## src/rtl/priority_encoder_scan_display_pkg.sv

```systemverilog
// Shared definitions for the priority encoder / scanned hex display family.
//   HEX_GLYPH : 7-segment glyphs for 0..F, bit order gfedcba, active high.
//               Entries 0..7 are the glyphs of the older octal-only decoder.
//   clog2     : ceiling log2, usable in parameter expressions.
package priority_encoder_scan_display_pkg;

  localparam logic [6:0] HEX_GLYPH [16] = '{
    7'b0111111, // 0
    7'b0000110, // 1
    7'b1011011, // 2
    7'b1001111, // 3
    7'b1100110, // 4
    7'b1101101, // 5
    7'b1111101, // 6
    7'b0000111, // 7
    7'b1111111, // 8
    7'b1101111, // 9
    7'b1110111, // A
    7'b1111100, // b
    7'b0111001, // C
    7'b1011110, // d
    7'b1111001, // E
    7'b1110001  // F
  };

  // Smallest r with 2**r >= value; returns 0 for value <= 1.
  function automatic int clog2(input int value);
    int r;
    r = 0;
    while ((1 << r) < value) begin
      r = r + 1;
    end
    return r;
  endfunction

endpackage

```

## src/rtl/priority_encoder_scan_display_hex_to_7seg.sv

```systemverilog
// Combinational hex digit to 7-segment glyph decoder.
//   nibble   : 4-bit value 0..F
//   segments : active-high segments, bit order gfedcba
module hex_to_7seg
  import priority_encoder_scan_display_pkg::*;
(
  input  logic [3:0] nibble,
  output logic [6:0] segments
);

  assign segments = HEX_GLYPH[nibble];

endmodule

```

## src/rtl/priority_encoder_scan_display.sv

```systemverilog
// Clocked priority encoder with a time-multiplexed hexadecimal display.
//   clk      : system clock, all state on the rising edge
//   rst_n    : asynchronous active-low reset
//   data     : asynchronous request bits, bit WIDTH-1 has highest priority
//   hold     : 1 freezes index/valid (synchroniser and scan keep running)
//   index    : registered index of the highest set request bit
//   valid    : registered, 1 when at least one request bit was set
//   segments : active-high segments of the lit digit, gfedcba
//   dp       : decimal point, lit on digit 0 when no request is present
//   digit_en : one-hot active-high digit enable, bit 0 = least significant nibble
//
// Pipeline: data -> sync1 -> sync2 -> index/valid -> segments/dp/digit_en.
// There is no handshake; outputs are free-running registered levels.
module priority_encoder_scan_display
  import priority_encoder_scan_display_pkg::*;
#(
  parameter int WIDTH    = 64,
  parameter int SCAN_DIV = 1000,
  parameter int BLANK_LZ = 1,
  localparam int IDXW    = (clog2(WIDTH) > 1) ? clog2(WIDTH) : 1,
  localparam int DIGITS  = (IDXW + 3) / 4
) (
  input  logic              clk,
  input  logic              rst_n,
  input  logic [WIDTH-1:0]  data,
  input  logic              hold,
  output logic [IDXW-1:0]   index,
  output logic              valid,
  output logic [6:0]        segments,
  output logic              dp,
  output logic [DIGITS-1:0] digit_en
);

  localparam int PTRW = (clog2(DIGITS) > 1) ? clog2(DIGITS) : 1;
  localparam int PADW = 4 * DIGITS;

  logic [WIDTH-1:0] sync1;
  logic [WIDTH-1:0] sync2;
  logic [IDXW-1:0]  enc_idx;
  logic             enc_valid;
  logic [15:0]      scan_cnt;
  logic             scan_wrap;
  logic [PTRW-1:0]  ptr;
  logic [PADW-1:0]  idx_pad;
  logic [3:0]       nib;
  logic             upper_zero;
  logic [6:0]       glyph;

  // Per-bit two-flop synchroniser; bits are not coherent with each other.
  always_ff @(posedge clk or negedge rst_n) begin
    if (!rst_n) begin
      sync1 <= '0;
      sync2 <= '0;
    end else begin
      sync1 <= data;
      sync2 <= sync1;
    end
  end

  // Lowest index first, so the highest set bit overwrites earlier hits.
  always_comb begin
    enc_idx   = '0;
    enc_valid = 1'b0;
    for (int i = 0; i < WIDTH; i++) begin
      if (sync2[i]) begin
        enc_idx   = IDXW'(i);
        enc_valid = 1'b1;
      end
    end
  end

  always_ff @(posedge clk or negedge rst_n) begin
    if (!rst_n) begin
      index <= '0;
      valid <= 1'b0;
    end else if (!hold) begin
      index <= enc_idx;
      valid <= enc_valid;
    end
  end

  // Scan timing: each digit stays selected for SCAN_DIV cycles.
  assign scan_wrap = (scan_cnt == 16'(SCAN_DIV - 1));

  always_ff @(posedge clk or negedge rst_n) begin
    if (!rst_n) begin
      scan_cnt <= '0;
      ptr      <= '0;
    end else begin
      scan_cnt <= scan_wrap ? 16'd0 : scan_cnt + 16'd1;
      if (scan_wrap) begin
        ptr <= (ptr == PTRW'(DIGITS - 1)) ? '0 : ptr + 1'b1;
      end
    end
  end

  // Select the nibble for the current digit and note whether it and every
  // more significant nibble are zero (a leading zero).
  always_comb begin
    idx_pad    = PADW'(index);
    nib        = 4'h0;
    upper_zero = 1'b1;
    for (int d = 0; d < DIGITS; d++) begin
      if (PTRW'(d) == ptr) begin
        nib = idx_pad[4*d +: 4];
      end
      if ((PTRW'(d) >= ptr) && (idx_pad[4*d +: 4] != 4'h0)) begin
        upper_zero = 1'b0;
      end
    end
  end

  hex_to_7seg u_hex_to_7seg (
    .nibble   (nib),
    .segments (glyph)
  );

  // Display register; it lags the digit pointer by one cycle.
  always_ff @(posedge clk or negedge rst_n) begin
    if (!rst_n) begin
      segments <= '0;
      dp       <= 1'b0;
      digit_en <= '0;
    end else begin
      digit_en <= DIGITS'(1) << ptr;
      if (!valid) begin
        segments <= '0;
        dp       <= (ptr == '0);
      end else if ((BLANK_LZ != 0) && (ptr != '0) && upper_zero) begin
        segments <= '0;
        dp       <= 1'b0;
      end else begin
        segments <= glyph;
        dp       <= 1'b0;
      end
    end
  end

endmodule

```

## config.mk

```make
export PLATFORM = sky130hd
export DESIGN_NAME = priority_encoder_scan_display
export DESIGN_NICKNAME = d
export VERILOG_FILES = /design/src/rtl/priority_encoder_scan_display_pkg.sv /design/src/rtl/priority_encoder_scan_display_hex_to_7seg.sv /design/src/rtl/priority_encoder_scan_display.sv
export SDC_FILE = /design/constraint.sdc
export NUM_CORES = 1
export LEC_CHECK = 0
export BUFFER_PORTS_ARGS = -buffer_cell sky130_fd_sc_hd__buf_2
export CORE_MARGIN = 3
export CORE_UTILIZATION = 55
export CTS_CLUSTER_DIAMETER = 200
export CTS_CLUSTER_SIZE = 20
export DETAILED_ROUTE_END_ITERATION = 10
export GPL_ROUTABILITY_DRIVEN = 0
export PLACE_DENSITY = 0.85
export SYNTH_ARGS = -nofsm -noshare
export SYNTH_HDL_FRONTEND = slang
export SYNTH_SLANG_ARGS = --single-unit
```

## constraint.sdc

```tcl
create_clock -name clk -period 2.38 [get_ports clk]
set_clock_uncertainty 0.1 [all_clocks]
set_input_delay 0.595 -clock clk [delete_from_list [all_inputs] [get_ports clk]]
set_output_delay 0.595 -clock clk [all_outputs]
set_load 0.02 [all_outputs]
```

Yosys cells after proc, flatten, opt, wreduce, memory -nomap -nowiden:

Memories as Yosys holds them, arrays and structs flattened.
Cells that the tools add are included.

* register bits after elaboration: 162
* bits in read-only memories: 112
* bits of input ports: 67
* output and inout bits: 17
* word-level logic and storage cells: 161
* memories kept: 1

Memories
* (no name shown): depth 16, width 7, rd ports 1, clocked after memory_dff 0, write ports 0, RTL line priority_encoder_scan_display_hex_to_7seg.sv:11 `assign segments = HEX_GLYPH[nibble];`

* $add $sub $neg: 2
* magnitude comparators: 3
* equal/unequal tests: 1
* shift-type cells: 1
* mux-type cells: 137
* bitwise logic cells: 2
* reduce and logical (&&, ||, !) cells: 5

Operators by type and width (count)
* $mux 6: 61
* $mux 1: 69
* $mux 7: 4
* $add 16x1->16 const B: 1
* $eq 16x10->1 const B: 1
* $mux 16: 1
* $ge 5x5->1 const B: 1
* $not 4->5: 1
* $mux 4: 1
* $reduce_bool 4->1: 1
* $logic_and 1x1->1: 3
* $ge 1x1->1 const A: 2
* $mux 2: 1
* $reduce_bool 2->1: 1
* $shl 1x1->2 const A: 1
* $add 1x1->1 const B: 1
* $not 1->1: 1

Depth between registers and ports, before layout:

* depth after elaboration: 64
* mapped depth: 8
* gate-level depth less buffers: 7

By module:

A second synthesis with hierarchy kept.

* cells, all modules: 411
* area total of the unflattened synthesis: 5557.8 µm²

Modules (own cells, without submodules)
* priority_encoder_scan_display: instances 1, cells each 378, area each 5270.1 µm², sequential area each 4053.9 µm²
* hex_to_7seg: instances 1, cells each 33, area each 287.8 µm², sequential area each 0.0 µm²

Worst setup path before layout:

OpenSTA, ideal clock, no wires.

* path kind: reg-to-reg
* from: register ptr
* to: register segments[4]
* library setup time: 0.164 ns
* arrival time: 1.699 ns
* required time: 2.116 ns
* slack: 0.416 ns
* stages on the path, launching flop included: 8
* buffers on the path: 1
* clock period less this slack: 1.964 ns
* path through: dfrtp_1 clkbuf_1 mux2i_1 inv_1 ha_1 or3_1 o21ai_0 a221oi_1

* longest elaborated chain between the ends: 7
* elaborated cells between the ends (all ways): 14
* those cells by class: 2 x order compare; 7 x mux; 1 x bitwise; 3 x reduce/logical; 1 x memory

Ends and longest elaborated chain
* start: declaration: RTL line priority_encoder_scan_display.sv:43 `logic [PTRW-1:0] ptr;`
* start signal: assignment: RTL line priority_encoder_scan_display.sv:92 `ptr <= (ptr == PTRW'(DIGITS - 1)) ? '0 : ptr + 1'b1;`
* $mux 4 or $ge 1x1->1 (tied branches): RTL line priority_encoder_scan_display.sv:104, priority_encoder_scan_display.sv:107
* $not 4->5 (implied by the code) or $logic_and 1x1->1 (tied branches): RTL line priority_encoder_scan_display_hex_to_7seg.sv:11, priority_encoder_scan_display.sv:107
* $mem_v2 16x7 or $mux 1 (tied branches)
* $mux 7 (implied by the code) or $mux 1 (tied branches): RTL line priority_encoder_scan_display_hex_to_7seg.sv:11, priority_encoder_scan_display.sv:107
* $mux 7 (implied by the code) or $logic_and 1x1->1 (tied branches): RTL line priority_encoder_scan_display_hex_to_7seg.sv:11, priority_encoder_scan_display.sv:129
* $mux 7 *: RTL line priority_encoder_scan_display.sv:129 `end else if ((BLANK_LZ != 0) && (ptr != '0) && upper_zero) begin`
* $mux 7 *: RTL line priority_encoder_scan_display.sv:126 `if (!valid) begin`
* end signal: assignment: RTL line priority_encoder_scan_display.sv:133 `segments <= glyph;`
* end: declaration: RTL line priority_encoder_scan_display.sv:29 `output logic [6:0] segments,`

Every way passes the cells marked *; elsewhere a longest branch is shown, timed or not. The select of a mux whose other input is x is not followed.
A chain may end at the register's enable or synchronous reset.

Final worst setup path:

* from: register ptr
* to: register segments[3]

Same word-level chain as after synthesis.

==> results by group <==
Power and ir drop
  – Comb pwr share: under 10%
  – Leakage: 3.09 nW
  – Overall power: around 6 mW
  – NetSw: between 1 and 1.5 mW
  – Worst vdd ir: a little over 600 uV
  – Clock power frac: roughly 46%
  – Sequential share of power: just under 50%
  – Switch share: 22.4%
  – Internal: 4.64 mW
  – Cell Pwr Density: 882 nW/um^2

Synth
  – Synthesized area per cell: ~13 sq um
  – Synthesized instance count: ~410
  – Post-synth EDFFs: 0
  – Post-synthesis net count: approximately 490
  – Yosys warning count: 0
  – Yosys cell types: 52
  – Post-Syn Area: between 5000 and 6000 sq um
  – Top FF cell, synth: dfrtp_1
  – Register bit total from synthesis: ~160
  – Post-synthesis sequential area ratio: between 70% and 80%
  – Asr flop ratio synth: 100%

CTS
  – CTS H-tree depth: 4
  – CTS tree: yes
  – Clk sinks: around 160
  – Root Driver: clkbuf_8
  – Clock slew at reported path FFs: ~0.07 ns
  – Total CTS buffers: 17
  – Postcts setup bufs: 0
  – CTS max path bufs: 2
  – Worst-Skew Late Latency: between 0.5 and 0.6 ns

Detailed routing
  – WL final: 10,700 microns
  – Drt wl/cell: 16.2 microns
  – Vias/cell: between 5 and 6
  – DR vias: 3,543
  – DRC: 0
  – Drt initial violations: ~230
  – Drt pass-1 iters: 5
  – Remaining antenna violation count: 0

Global route
  – Initial antenna violation count: 0
  – Gr ovfl total: 0
  – Largest net degree at the start of global routing: just under 70
  – Wire length of the first global-routing pass: 17,800 microns
  – Vias in the first global route: 3,668
  – Gr usage total: 20.7%

STA
  – Fin crit period: 2.11 ns
  – Setup TNS Final: 0 ns
  – FMAX: about 470 MHz
  – Final-report hold violation count: 0
  – Finish-stage setup viols: 0
  – Crit share post-route: 88.8%
  – Setup slack after layout: ~0.27 ns
  – Tightest Pin Transition: 0.543 ns
  – Max Slew Vio Count: 0
  – RSZ-0062 raised after global routing: false
  – Max-slew headroom: between 60 and 70%

Place
  – Setup Slack @ Placement: about 0.21 ns
  – DP HPWL: 7100 microns
  – IO buf count: 83

Worst setup path
  – Critical path's slowest cell: dfrtp_2
  – Bufs and invs on worst path: 1
  – WP data arrival: approximately 2.4 ns
  – Worst-path fanout max: 9
  – Kind of critical path: reg -> reg
  – Critical Path Max Stage Delay: approximately 0.48 ns
  – CP Capture Type: flip-flop
  – Worst path required time: 2.65 ns
  – Critical path launch point type: flip-flop
  – CP top delay family: compound AO/OA/AOI/OAI gates
  – Crit-path cells: mux2_2 > inv_1 > ha_1 > nor2_1 > a21oi_1 > nor2_1 > a2111oi_0
  – Critical path's most frequent cell: nor2_1

Floorplan
  – DIE WIDTH: 106 microns
  – Starting Density: 56.7%
  – Die area: ~11,000 sq um
  – Num rows: 36
  – Die Span Y: 106 microns
  – I/O Pins: 84
  – Core area: a little under 10,000 sq um

Final layout
  – Register Area: 4060 sq um
  – Multi-input gate area: 1410 sq um
  – Area grow syn2layout: 22.3%
  – Most frequent cells in the layout: dfrtp_1 (161), buf_2 (82), nor2_1 (38)
  – Fraction of layout instances using a drive strength above 1: approximately 24%
  – Fillers: 638
  – Final nets: 587
  – ANT cells: 0
  – Commonest non-fill, non-tap cell in the layout: dfrtp_1

Outcome
  – Status: completed

Hold path
  – Worst Hold Class: in -> reg

Flow run
  – Maxcap violations: 0
## logic make-up (layout without fill, tap and decap cells)
| group | count (synthesis) | after routing | synth area share [%] |
|---|---|---|---|
| flops | 162 | 162 | 73.1 |
| xor+xnor | 15 | 15 | 2.37 |
| fa+ha+maj | 7 | 7 | 1.58 |
| mux | 3 | 3 | 0.564 |
| simple gates | 135 | 135 | 12.8 |
| buf+inv | 21 | 136 | 1.42 |
| compound gates | 68 | 68 | 8.15 |
## cell usage after synthesis (6+ instances only)
cell | number | area, sq um
dfrtp_1 | 162 | 4050
nor2_1 | 38 | 143
nand2_1 | 23 | 86.3
a21oi_1 | 20 | 100
nor3_1 | 19 | 95.1
inv_1 | 16 | 60.1
o21ai_0 | 11 | 55.1
nor4_1 | 9 | 56.3
xor2_1 | 8 | 70.1
and3_1 | 7 | 43.8
ha_1 | 7 | 87.6
nand3_1 | 7 | 35.0
xnor2_1 | 7 | 61.3
nor2b_1 | 6 | 37.5
## path summary, 6_finish.rpt
path / startpoint / to / slack, ns / depth (start not counted)
worst max register to register: ptr / segments[3] / 0.27 / 7
min in group asynchronous: rst_n / scan_cnt[2] / 0.47 / 2
worst min register to register: sync1[14] / sync2[14] / 0.25 / 0
max in group asynchronous: rst_n / sync1[32] / 1.02 / 3
worst min-delay path: data[23] / sync1[23] / 0.08 / 1
worst max-delay path: ptr / segments[3] / 0.27 / 7
## stage by stage
stage | cell area [sq um] | utilization, % | hold WS [ns] | instances
6_report | 6780 | 69.4 | 0.0760 | 659
3_3_place_gp | 6160 | 63.1 | 0.235 | 626
2_1_floorplan | 5540 | - | 0.199 | 411
5_1_grt | 6780 | 69.4 | 0.0560 | 659
3_5_place_dp | 6160 | 63.1 | 0.235 | 626
4_1_cts | 6780 | 69.3 | 0.0573 | 659
## what timing repair did
item | in CTS | in global routing
hold buffers | 1 | 0
setup endpoints to repair | 0 | 1
resized for setup | 0 | 2
hold endpoints to repair | 46 | 0
## cell type report
type                    instances  area share [%]
inverters                      17           0.941
well taps                     133            2.45
flip-flops and latches        162            59.8
repair buffers                 87            7.07
multi-input cells             228            20.8
clock inverters                13            2.53
clock buffers                  19            6.37
## metal layers
metal / global-route usage (%) / vias to the layer above / part of all wire, %
li1: - / 1648 / -
met1: 25.5 / 1748 / 40
met2: 34.9 / 122 / 52
met3: 4.61 / 25 / 5.3
met4: 9.71 / 0 / 3.1
met5: 0 / - / 0
## state kept, by name, indices dropped and copies added (netlist names)
register	count
digit_en	2
valid	1
dp	1
index	6
scan_cnt	16
segments	7
sync1	64
sync2	64
ptr	1
## power by group through the flow
stage	combinational [mW]	sequential [mW]	clock, mW
5_1_grt	0.315	2.97	2.92
4_1_cts	0.282	2.96	2.79
6_report	0.279	2.96	2.74
3_5_place_dp	0.277	3.01	0
2_1_floorplan	0.101	3.00	0
3_3_place_gp	0.264	3.00	0
(Power assumes the default switching activity.)
